**config.mk**
```make
export PLATFORM = sky130hd
export DESIGN_NAME = compare_sequencer
export DESIGN_NICKNAME = d
export VERILOG_FILES = /design/src/rtl/compare_sequencer.sv
export SDC_FILE = /design/constraint.sdc
export NUM_CORES = 1
export LEC_CHECK = 0
export ABC_AREA = 1
export CAP_MARGIN = 20
export CELL_PAD_IN_SITES_DETAIL_PLACEMENT = 0
export CELL_PAD_IN_SITES_GLOBAL_PLACEMENT = 2
export CORE_UTILIZATION = 31
export DETAILED_ROUTE_END_ITERATION = 16
export GPL_ROUTABILITY_DRIVEN = 0
export GPL_TIMING_DRIVEN = 1
export PLACE_DENSITY_LB_ADDON = 0.1
export SLEW_MARGIN = 20
export SYNTH_ARGS = -nofsm -noshare
export SYNTH_HDL_FRONTEND = slang
export SYNTH_SLANG_ARGS = --single-unit
```
**constraint.sdc**
```tcl
create_clock -name clk -period 3.2 [get_ports clk]
set_clock_uncertainty 0.2 [all_clocks]
set_input_delay 0.64 -clock clk [delete_from_list [all_inputs] [get_ports clk]]
set_output_delay 0.64 -clock clk [all_outputs]
set_load 0.03 [all_outputs]
```
**src/rtl/compare_sequencer.sv**
```systemverilog
// Captures two nibbles A and B, presents them to an external magnitude comparator and returns its verdict.
// A result is offered two edges after B is accepted and held until res_ready; din is refused while a result is pending.
module compare_sequencer #(
  parameter int CNT_W = 8
) (
  input  logic             clk,
  input  logic             rst,
  input  logic [3:0]       din,
  input  logic             din_valid,
  output logic             din_ready,
  output logic             a0,
  output logic             a1,
  output logic             a2,
  output logic             a3,
  output logic             b0,
  output logic             b1,
  output logic             b2,
  output logic             b3,
  input  logic             aBIGGERb,
  input  logic             aSMALLERb,
  input  logic             aEQUALb,
  output logic             res_valid,
  input  logic             res_ready,
  output logic [1:0]       res_code,
  output logic [CNT_W-1:0] gt_cnt,
  output logic [CNT_W-1:0] lt_cnt,
  output logic [CNT_W-1:0] eq_cnt,
  output logic [CNT_W-1:0] err_cnt,
  output logic             err_sticky
);

  typedef enum logic [1:0] {
    IDLE    = 2'd0,
    LOAD_B  = 2'd1,
    COMPARE = 2'd2,
    HOLD    = 2'd3
  } state_t;

  localparam logic [CNT_W-1:0] CNT_MAX = '1;

  state_t     state;
  state_t     nextState;
  logic [3:0] aReg;
  logic [3:0] bReg;
  logic       loadA;
  logic       loadB;
  logic       doCompare;
  logic [2:0] flags;
  logic [1:0] flagCode;

  always_ff @(posedge clk or posedge rst) begin
    if (rst) begin
      state <= IDLE;
    end else begin
      state <= nextState;
    end
  end

  always_comb begin
    nextState = state;
    case (state)
      IDLE:    if (din_valid) nextState = LOAD_B;
      LOAD_B:  if (din_valid) nextState = COMPARE;
      COMPARE: nextState = HOLD;
      HOLD:    if (res_ready) nextState = IDLE;
      default: nextState = IDLE;
    endcase
  end

  // Handshake outputs depend on state alone so neither ready nor valid sees a combinational input path.
  always_comb begin
    din_ready = 1'b0;
    res_valid = 1'b0;
    loadA     = 1'b0;
    loadB     = 1'b0;
    doCompare = 1'b0;
    case (state)
      IDLE: begin
        din_ready = 1'b1;
        loadA     = din_valid;
      end
      LOAD_B: begin
        din_ready = 1'b1;
        loadB     = din_valid;
      end
      COMPARE: doCompare = 1'b1;
      HOLD:    res_valid = 1'b1;
      default: ;
    endcase
  end

  // Anything other than exactly one flag high is a comparator fault.
  assign flags = {aBIGGERb, aSMALLERb, aEQUALb};

  always_comb begin
    case (flags)
      3'b100:  flagCode = 2'b01;
      3'b010:  flagCode = 2'b10;
      3'b001:  flagCode = 2'b00;
      default: flagCode = 2'b11;
    endcase
  end

  always_ff @(posedge clk or posedge rst) begin
    if (rst) begin
      aReg       <= 4'd0;
      bReg       <= 4'd0;
      res_code   <= 2'b00;
      gt_cnt     <= '0;
      lt_cnt     <= '0;
      eq_cnt     <= '0;
      err_cnt    <= '0;
      err_sticky <= 1'b0;
    end else begin
      if (loadA) aReg <= din;
      if (loadB) bReg <= din;
      if (doCompare) begin
        res_code <= flagCode;
        case (flagCode)
          2'b01:   if (gt_cnt != CNT_MAX) gt_cnt <= gt_cnt + 1'b1;
          2'b10:   if (lt_cnt != CNT_MAX) lt_cnt <= lt_cnt + 1'b1;
          2'b00:   if (eq_cnt != CNT_MAX) eq_cnt <= eq_cnt + 1'b1;
          default: begin
            if (err_cnt != CNT_MAX) err_cnt <= err_cnt + 1'b1;
            err_sticky <= 1'b1;
          end
        endcase
      end
    end
  end

  assign {a3, a2, a1, a0} = aReg;
  assign {b3, b2, b1, b0} = bReg;

endmodule
```
======== After elaboration in Yosys (flattened, before gate mapping) ========
Cells that the tools add are included.
word-level totals
  flip-flop bits (word level) ............. 45
  input bits .............................. 11
  output and inout bits ................... 45
operators by class
  add/subtract/negate cells ............... 4
  equal/unequal tests ..................... 15
  mux-type cells .......................... 10
  bitwise logic cells ..................... 1
  reduce and logical (&&, ||, !) cells .... 10
operators with widths
  kind                 count
  $add 8x1->8 const B  4
  $ne 8x8->1 const B   4
  $reduce_and 3->1     5
  $pmux 2 s4           1
  $eq 2x2->1 const B   3
  $mux 2               3
  $ne 2x2->1 const B   3
  $pmux 2 s3           1
  $mux 1               5
  $eq 2x1->1 const B   2
  $logic_not 2->1      2
  $eq 3x1->1 const B   1
  $eq 3x2->1 const B   1
  $eq 3x3->1 const B   1
  $reduce_or 3->1      1
  $reduce_and 2->1     1
  $reduce_or 2->1      1
  $not 1->1            1

======== Depth between registers and ports, before layout ========
Gate-level depths: netlist (run 1).
  word-level depth ........................ 6
  mapped depth ............................ 8
  mapped depth without buffers ............ 8

======== Least setup slack after synthesis (run 1) ========
Ideal clock, no wire load.
  path type ............................... flip-flop to output port
  start ................................... register state[0]
  end ..................................... output din_ready
  data arrival time ....................... 1,005 ps
  data required time ...................... 2,360 ps
  setup slack ............................. 1,355 ps
  stages on the path, launching flop included .. 4
  path buffers ............................ 0
  cell sequence ........................... dfrtp_1 -> inv_1 -> ha_1 -> or2_2
between the ends
  word-level cells in the longest chain between the ends .. 3
  elaborated cells between the ends (all ways) .. 4
  those cells by class .................... 1 x eq/ne; 1 x mux; 2 x reduce/logical
ends and longest elaborated chain
  what                                           RTL line  RTL
  start, declared                                41        state_t state;
  start signal, assigned                         55        state <= nextState;
  $eq 2x1->1 or $logic_not 2->1 (tied branches)  77        case (state)
  $reduce_or 2->1 (no source line) *             -
  $mux 1 *                                       77
  end, declared                                  10        output logic din_ready,
Mark *: on every way between the ends. The rest lies on a longest branch, timed or not.

======== Worst setup path after layout (run 1) ========
Same ends and word-level chain as after synthesis.

==> results of run 1 <==
sequential cells by signal, indices dropped and copies added (netlist names):
signal	count
err_sticky	1
lt_cnt	8
gt_cnt	8
err_cnt	8
res_code	2
aReg	4
eq_cnt	8
bReg	4
state	2
final cells by class:
class	instances	area, sq um	area share
tap	102	128	0.0375
timing repair buffer	56	571	0.168
multi-input combinational	242	1250	0.369
clock buffer	5	68.8	0.0202
sequential	45	1130	0.331
inverter	50	188	0.0552
clock inverter	3	65.1	0.0191
layer usage:
| layer | part of all wire | wire, um | up-vias | GRT usage |
|---|---|---|---|---|
| met3 | 0.039 | 222 | 5 | 0.0341 |
| met2 | 0.45 | 2610 | 33 | 0.218 |
| met1 | 0.50 | 2860 | 1013 | 0.195 |
| li1 | - | - | 1173 | - |
| met5 | 0 | 0 | - | 0 |
| met4 | 0.013 | 73 | 0 | 0.0423 |
power breakdown:
group | leakage (nW) | switching, mW | internal (mW)
Sequential | 0.584 | 0.180 | 0.735
Combinational | 1.08 | 0.707 | 0.476
Clock | 0.0681 | 0.209 | 0.311
Total | 1.73 | 1.10 | 1.52
synthesized netlist by cell type (all sizes together):
master  number  area share
nand3b       1      0.0029
a21oi        1      0.0019
dfrtp       45        0.44
nor3         2      0.0058
nand2      140        0.21
o21ai       23       0.051
or2          2      0.0049
inv         48       0.070
ha           9       0.044
nor2        16       0.040
nand4        9       0.022
xor2         6       0.020
nand3       26       0.058
xnor2        7       0.024
clkinv       2      0.0029
logic make-up (layout without fill, tap and decap cells):
group / Yosys count / count (layout) / synth area share
compound gates: 24 / 24 / 0.0526
buf+inv: 50 / 114 / 0.0731
flops: 45 / 45 / 0.439
simple gates: 196 / 196 / 0.347
xor+xnor: 13 / 13 / 0.0443
fa+ha+maj: 9 / 9 / 0.0439
worst max path at each step:
stage,slack [ps],from,endpoint
2_1_floorplan,1300,rst,aReg[0]$_DFFE_PP0P_
3_5_place_dp,790,state[0]$_DFFE_PP0P_,din_ready
6_report,470,state[0]$_DFFE_PP0P_,din_ready
3_3_place_gp,810,state[0]$_DFFE_PP0P_,din_ready
4_1_cts,450,state[0]$_DFFE_PP0P_,din_ready
5_1_grt,370,state[0]$_DFFE_PP0P_,din_ready
==> impl_results.md, run 1 <==
* Rel. slew slack at 0.642
* Peak VDD IR at 358 uV
* Root Buffer: clkbuf_8
* Post-synth cell types at 25
* DP HPWL at 4.18 mm
* Post-placement cell area at 3270 sq um
* Worst reg2reg path startpoint: state[0]$_DFFE_PP0P_
* Port bufs at 55
* Dpl cells at 495
* Worst Hold Class: reg2reg
* Hold Path Depth at 1
* Syn_nets at 357
* Cts hold-fix bufs at 0
* Register-to-Register Path Depth at 5
* I/O pins at 56
* Vias at 2224
* CORE AREA at 7890 sq um
* CP Class: reg2out
* Post-Syn Area per Cell at 7.62 sq um
* Hold slack at 273 ps
* Routed wire length per instance at 11.4 um
* Largest net degree at the start of global routing at 24
* Clock sinks at 45
* Final Non-Filler Cells at 503
* Final #Nets at 420
* Setup TNS at 0 ps
* Clk_lat worst skew at 300 ps
* Critical path startpoint category: flop
* Vias in the first global route at 2027
* Pleak at 1.73 nW
* Maxcap violations at 0
* Placement Rows at 32
* First-pass GRT wire length at 9.70 mm
* Ratio of cells with drive above 1 in the final layout at 0.0848
* Tot GR Track Use at 0.141
* # resized after CTS at 0
* Least-Margin Pin Slew at 536 ps
* Pwr Total at 2.62 mW
* CTS Buffer Depth at 2
* Setup ws final at 471 ps
* Syn Inst Count at 337
* Fill cell count at 821
* Leading cell types in the layout, fill and taps excluded: nand2_1 (135), clkdlybuf4s50_1 (55), dfrtp_1 (45), inv_1 (44), nand3_1 (22)
* Final Cycle Share at 0.853
* # diodes at 0
* Final Slew Violations at 0
* Antenna-violating nets left at 0
* Die W at 93.0 um
* Starting Density at 0.326
* CP arrival at 1890 ps
* Synthesized area at 2570 sq um
* CTS tree: done
* Die area at 8650 sq um
* R2r endpoint: lt_cnt[6]$_DFFE_PP0P_
* Residual DRC at 0
* Synth Register Bits at 45
* Setup slack, reg-to-reg at 1380 ps
* Initial antenna violation count at 0
* Hold Vio Cnt, Final at 0
* Buffers & Inverters on Critical Path at 2
* Setup Buffers After CTS at 0
* Period minus WS final at 2730 ps
* CP delay by family, top: buffers and inverters
* Worst slack, placed at 787 ps
* Crit path depth at 4
* RSZ-0062 raised after global routing: no
* Vias per cell at 4.42
* Commonest non-fill, non-tap cell in the layout: nand2_1
* Clock buffer count from CTS at 5
* Die Y at 93.0 um
* Fmax at 0.366 GHz
* DRT Pass-1 Iters at 4
* Final WL at 5.76 mm
* Worst hold start: err_sticky$_DFFE_PP0P_
* Area Growth Syn to Fin at 32.4%
* Worst-path clk slew at 90 ps
* Sequential-to-total area share from yosys stat at 0.439
* Global route total overflow at 0
* Fin area at 3400 sq um
* Fin util at 0.431
* Iter 0 DRT Violations at 45
* CP Capture Type: output port
* Synth warn at 0
* Crit path largest cell delay at 600 ps
* CP max stage cell: clkdlybuf4s50_1
* Worst EP required at 2360 ps
* Pwr per Cell Area at 770 nW/um^2
* Hold Crit Endpoint: err_sticky$_DFFE_PP0P_
* CTS H-tree lvls at 2
* # setup viols final at 0
* CP max FO at 4
* Status: complete, no violations
* CP Cell Sequence: inv_1 > ha_1 > or2_2 > clkdlybuf4s50_1
No activity file was read; power rests on OpenSTA's default activity.
==> run 2: changes to the inputs <==
--- a/config.mk
+++ b/config.mk
@@ -13,7 +13,7 @@
 export DETAILED_ROUTE_END_ITERATION = 16
 export GPL_ROUTABILITY_DRIVEN = 0
 export GPL_TIMING_DRIVEN = 1
-export PLACE_DENSITY_LB_ADDON = 0.1
+export PLACE_DENSITY = 0.88
 export SLEW_MARGIN = 20
 export SYNTH_ARGS = -nofsm -noshare
 export SYNTH_HDL_FRONTEND = slang
==> run 2 against run 1 <==
Compared with the run above: sequential cell count did not move; non-clock buffer count is the same; wire length shrank 0.64%; global-route usage rose by 0.45 points; die area stayed put; power is 6.6% lower; first-iteration DRC count up 51%; hold slack got worse by 2.6 ps.
==> impl_results.md, run 2 (synthesis results as in run 1) <==
* Clk_lat worst skew at 290 ps (was 300 ps)
* Hold Vio Cnt, Final at 0 (unchanged)
* Comb pwr share at 0.484 (was 0.452)
* R2r endpoint: lt_cnt[5]$_DFFE_PP0P_ (was lt_cnt[6]$_DFFE_PP0P_)
* Largest net degree at the start of global routing at 46 (was 24)
* First-pass GRT wire length at 10.1 mm (was 9.70 mm)
* RSZ-0062 raised after global routing: no (unchanged)
* Met2 GRT Util at 0.238 (was 0.218)
* CTS Buffer Depth at 2 (unchanged)
* # setup viols final at 0 (unchanged)
* Die Y at 93.0 um (unchanged)
* Crit path largest cell delay at 600 ps (about the same)
* CP max FO at 4 (unchanged)
* DP HPWL at 4.09 mm (was 4.18 mm)
* # resized after CTS at 0 (unchanged)
* Hold Crit Endpoint: err_sticky$_DFFE_PP0P_ (unchanged)
* Initial antenna violation count at 0 (unchanged)
* Setup Buffers After CTS at 0 (unchanged)
* Rel. slew slack at 0.607 (was 0.642)
* Critical path startpoint category: flop (unchanged)
* Pwr Total at 2.44 mW (was 2.62 mW)
* Setup slack, reg-to-reg at 1370 ps (was 1380 ps)
* # diodes at 0 (unchanged)
* Global route total overflow at 0 (unchanged)
* Vias at 2238 (was 2224)
* Area Growth Syn to Fin at 29.8% (was 32.4%)
* Cts hold-fix bufs at 0 (unchanged)
* Psw at 1.08 mW (was 1.10 mW)
* Worst Hold Class: reg2reg (unchanged)
* Met3 track demand over resource at 0.0325 (was 0.0341)
* Fill cell count at 815 (was 821)
* Pleak at 1.70 nW (was 1.73 nW)
* Residual DRC at 0 (unchanged)
* Status: complete, no violations (unchanged)
* Iter 0 DRT Violations at 68 (was 45)
* Clock power frac at 0.140 (was 0.198)
* Worst-path clk slew at 80 ps (was 90 ps)
* Commonest non-fill, non-tap cell in the layout: nand2_1 (unchanged)
* CORE AREA at 7890 sq um (unchanged)
* Clock buffer count from CTS at 5 (unchanged)
* CP delay by family, top: buffers and inverters (unchanged)
* CP Class: reg2out (unchanged)
* Starting Density at 0.326 (unchanged)
* Least-Margin Pin Slew at 589 ps (was 536 ps)
* Antenna-violating nets left at 0 (unchanged)
* Pwr per Cell Area at 733 nW/um^2 (was 770 nW/um^2)
* Worst reg2reg path startpoint: state[0]$_DFFE_PP0P_ (unchanged)
* CP Capture Type: output port (unchanged)
* Worst EP required at 2360 ps (about the same)
* Crit path depth at 4 (unchanged)
* Clock sinks at 45 (unchanged)
* Maxcap violations at 0 (unchanged)
* Met1 GRT Util at 0.198 (was 0.195)
* CP arrival at 1890 ps (about the same)
* CTS H-tree lvls at 2 (unchanged)
* Buffers & Inverters on Critical Path at 2 (unchanged)
* Period minus WS final at 2730 ps (about the same)
* Fmax at 0.367 GHz (was 0.366 GHz)
* DRT Pass-1 Iters at 4 (unchanged)
* Hold Path Depth at 1 (unchanged)
* Port bufs at 55 (unchanged)
* Leading cell types in the layout, fill and taps excluded: nand2_1 (135), clkdlybuf4s50_1 (55), dfrtp_1 (45), inv_1 (44), nand3_1 (22) (unchanged)
* Vias per cell at 4.45 (was 4.42)
* Vias in the first global route at 2135 (was 2027)
* Root Buffer: clkbuf_8 (unchanged)
* Setup TNS at 0 ps (unchanged)
* CP max stage cell: clkdlybuf4s50_1 (unchanged)
* Most Crowded Layer GR: met2 (unchanged)
* Tot GR Track Use at 0.146 (was 0.141)
* Final #Nets at 420 (unchanged)
* Worst hold start: err_sticky$_DFFE_PP0P_ (unchanged)
* Net Sw Frac at 0.441 (was 0.419)
* Final Cycle Share at 0.852 (was 0.853)
* Die W at 93.0 um (unchanged)
* Die area at 8650 sq um (unchanged)
* Final WL at 5.72 mm (was 5.76 mm)
* Internal Pwr Total at 1.37 mW (was 1.52 mW)
* Peak VDD IR at 290 uV (was 358 uV)
* Ratio of cells with drive above 1 in the final layout at 0.0773 (was 0.0848)
* I/O pins at 56 (unchanged)
* Final Slew Violations at 0 (unchanged)
* Placement Rows at 32 (unchanged)
* CP Cell Sequence: inv_1 > ha_1 > or2_2 > clkdlybuf4s50_1 (unchanged)
* CTS tree: done (unchanged)
* Reg power frac at 0.376 (was 0.350)
* Register-to-Register Path Depth at 5 (unchanged)
* Routed wire length per instance at 11.4 um (about the same)
run 2: changes by cell type in the layout (fill, tap and decap cells not counted), sizes merged:
cell / previous run / this run
clkinv: 3 / 2
clkbuf: 5 / 8
bufinv: 2 / 0
run 2: power by group through the flow:
stage	Combinational (mW)	Sequential (mW)	Clock, mW
floorplan	0.452	1.20	0
global placement	1.18	0.926	0
detailed placement	1.19	0.930	0
CTS	1.20	0.919	0.366
global route	1.30	0.949	0.385
finish	1.18	0.918	0.343
run 2: cell type report:
type / instances / area (sq um) / share of cell area
multi-input cells: 242 / 1250 / 0.376
flip-flops and latches: 45 / 1130 / 0.338
repair buffers: 56 / 558 / 0.167
inverters: 50 / 188 / 0.0563
well taps: 102 / 128 / 0.0383
clock buffers: 8 / 80.1 / 0.0240
run 2: per-layer routing:
| metal | wire (um) | vias up |
|---|---|---|
| met4 | 44 | 0 |
| met5 | 0 | - |
| met3 | 214 | 4 |
| met1 | 2910 | 1024 |
| met2 | 2550 | 38 |
| li1 | - | 1172 |
run 2: how the worst max path moves through the flow:
stage,start,endpoint,slack [ps]
floorplan,rst,aReg[0]$_DFFE_PP0P_,1300
global placement,state[0]$_DFFE_PP0P_,din_ready,810
detailed placement,state[0]$_DFFE_PP0P_,din_ready,790
CTS,state[0]$_DFFE_PP0P_,din_ready,450
global route,state[0]$_DFFE_PP0P_,din_ready,380
finish,state[0]$_DFFE_PP0P_,din_ready,470
run 2: metrics by stage:
step | hold WS [ps] | area, sq um | util | cells | worst slack, ps
2_1_floorplan | 395 | 2570 | - | 337 | 1300
3_3_place_gp | 254 | 3250 | 0.412 | 495 | 814
3_5_place_dp | 260 | 3250 | 0.412 | 495 | 785
4_1_cts | 280 | 3330 | 0.423 | 503 | 446
5_1_grt | 302 | 3330 | 0.423 | 503 | 377
6_report | 270 | 3330 | 0.423 | 503 | 474
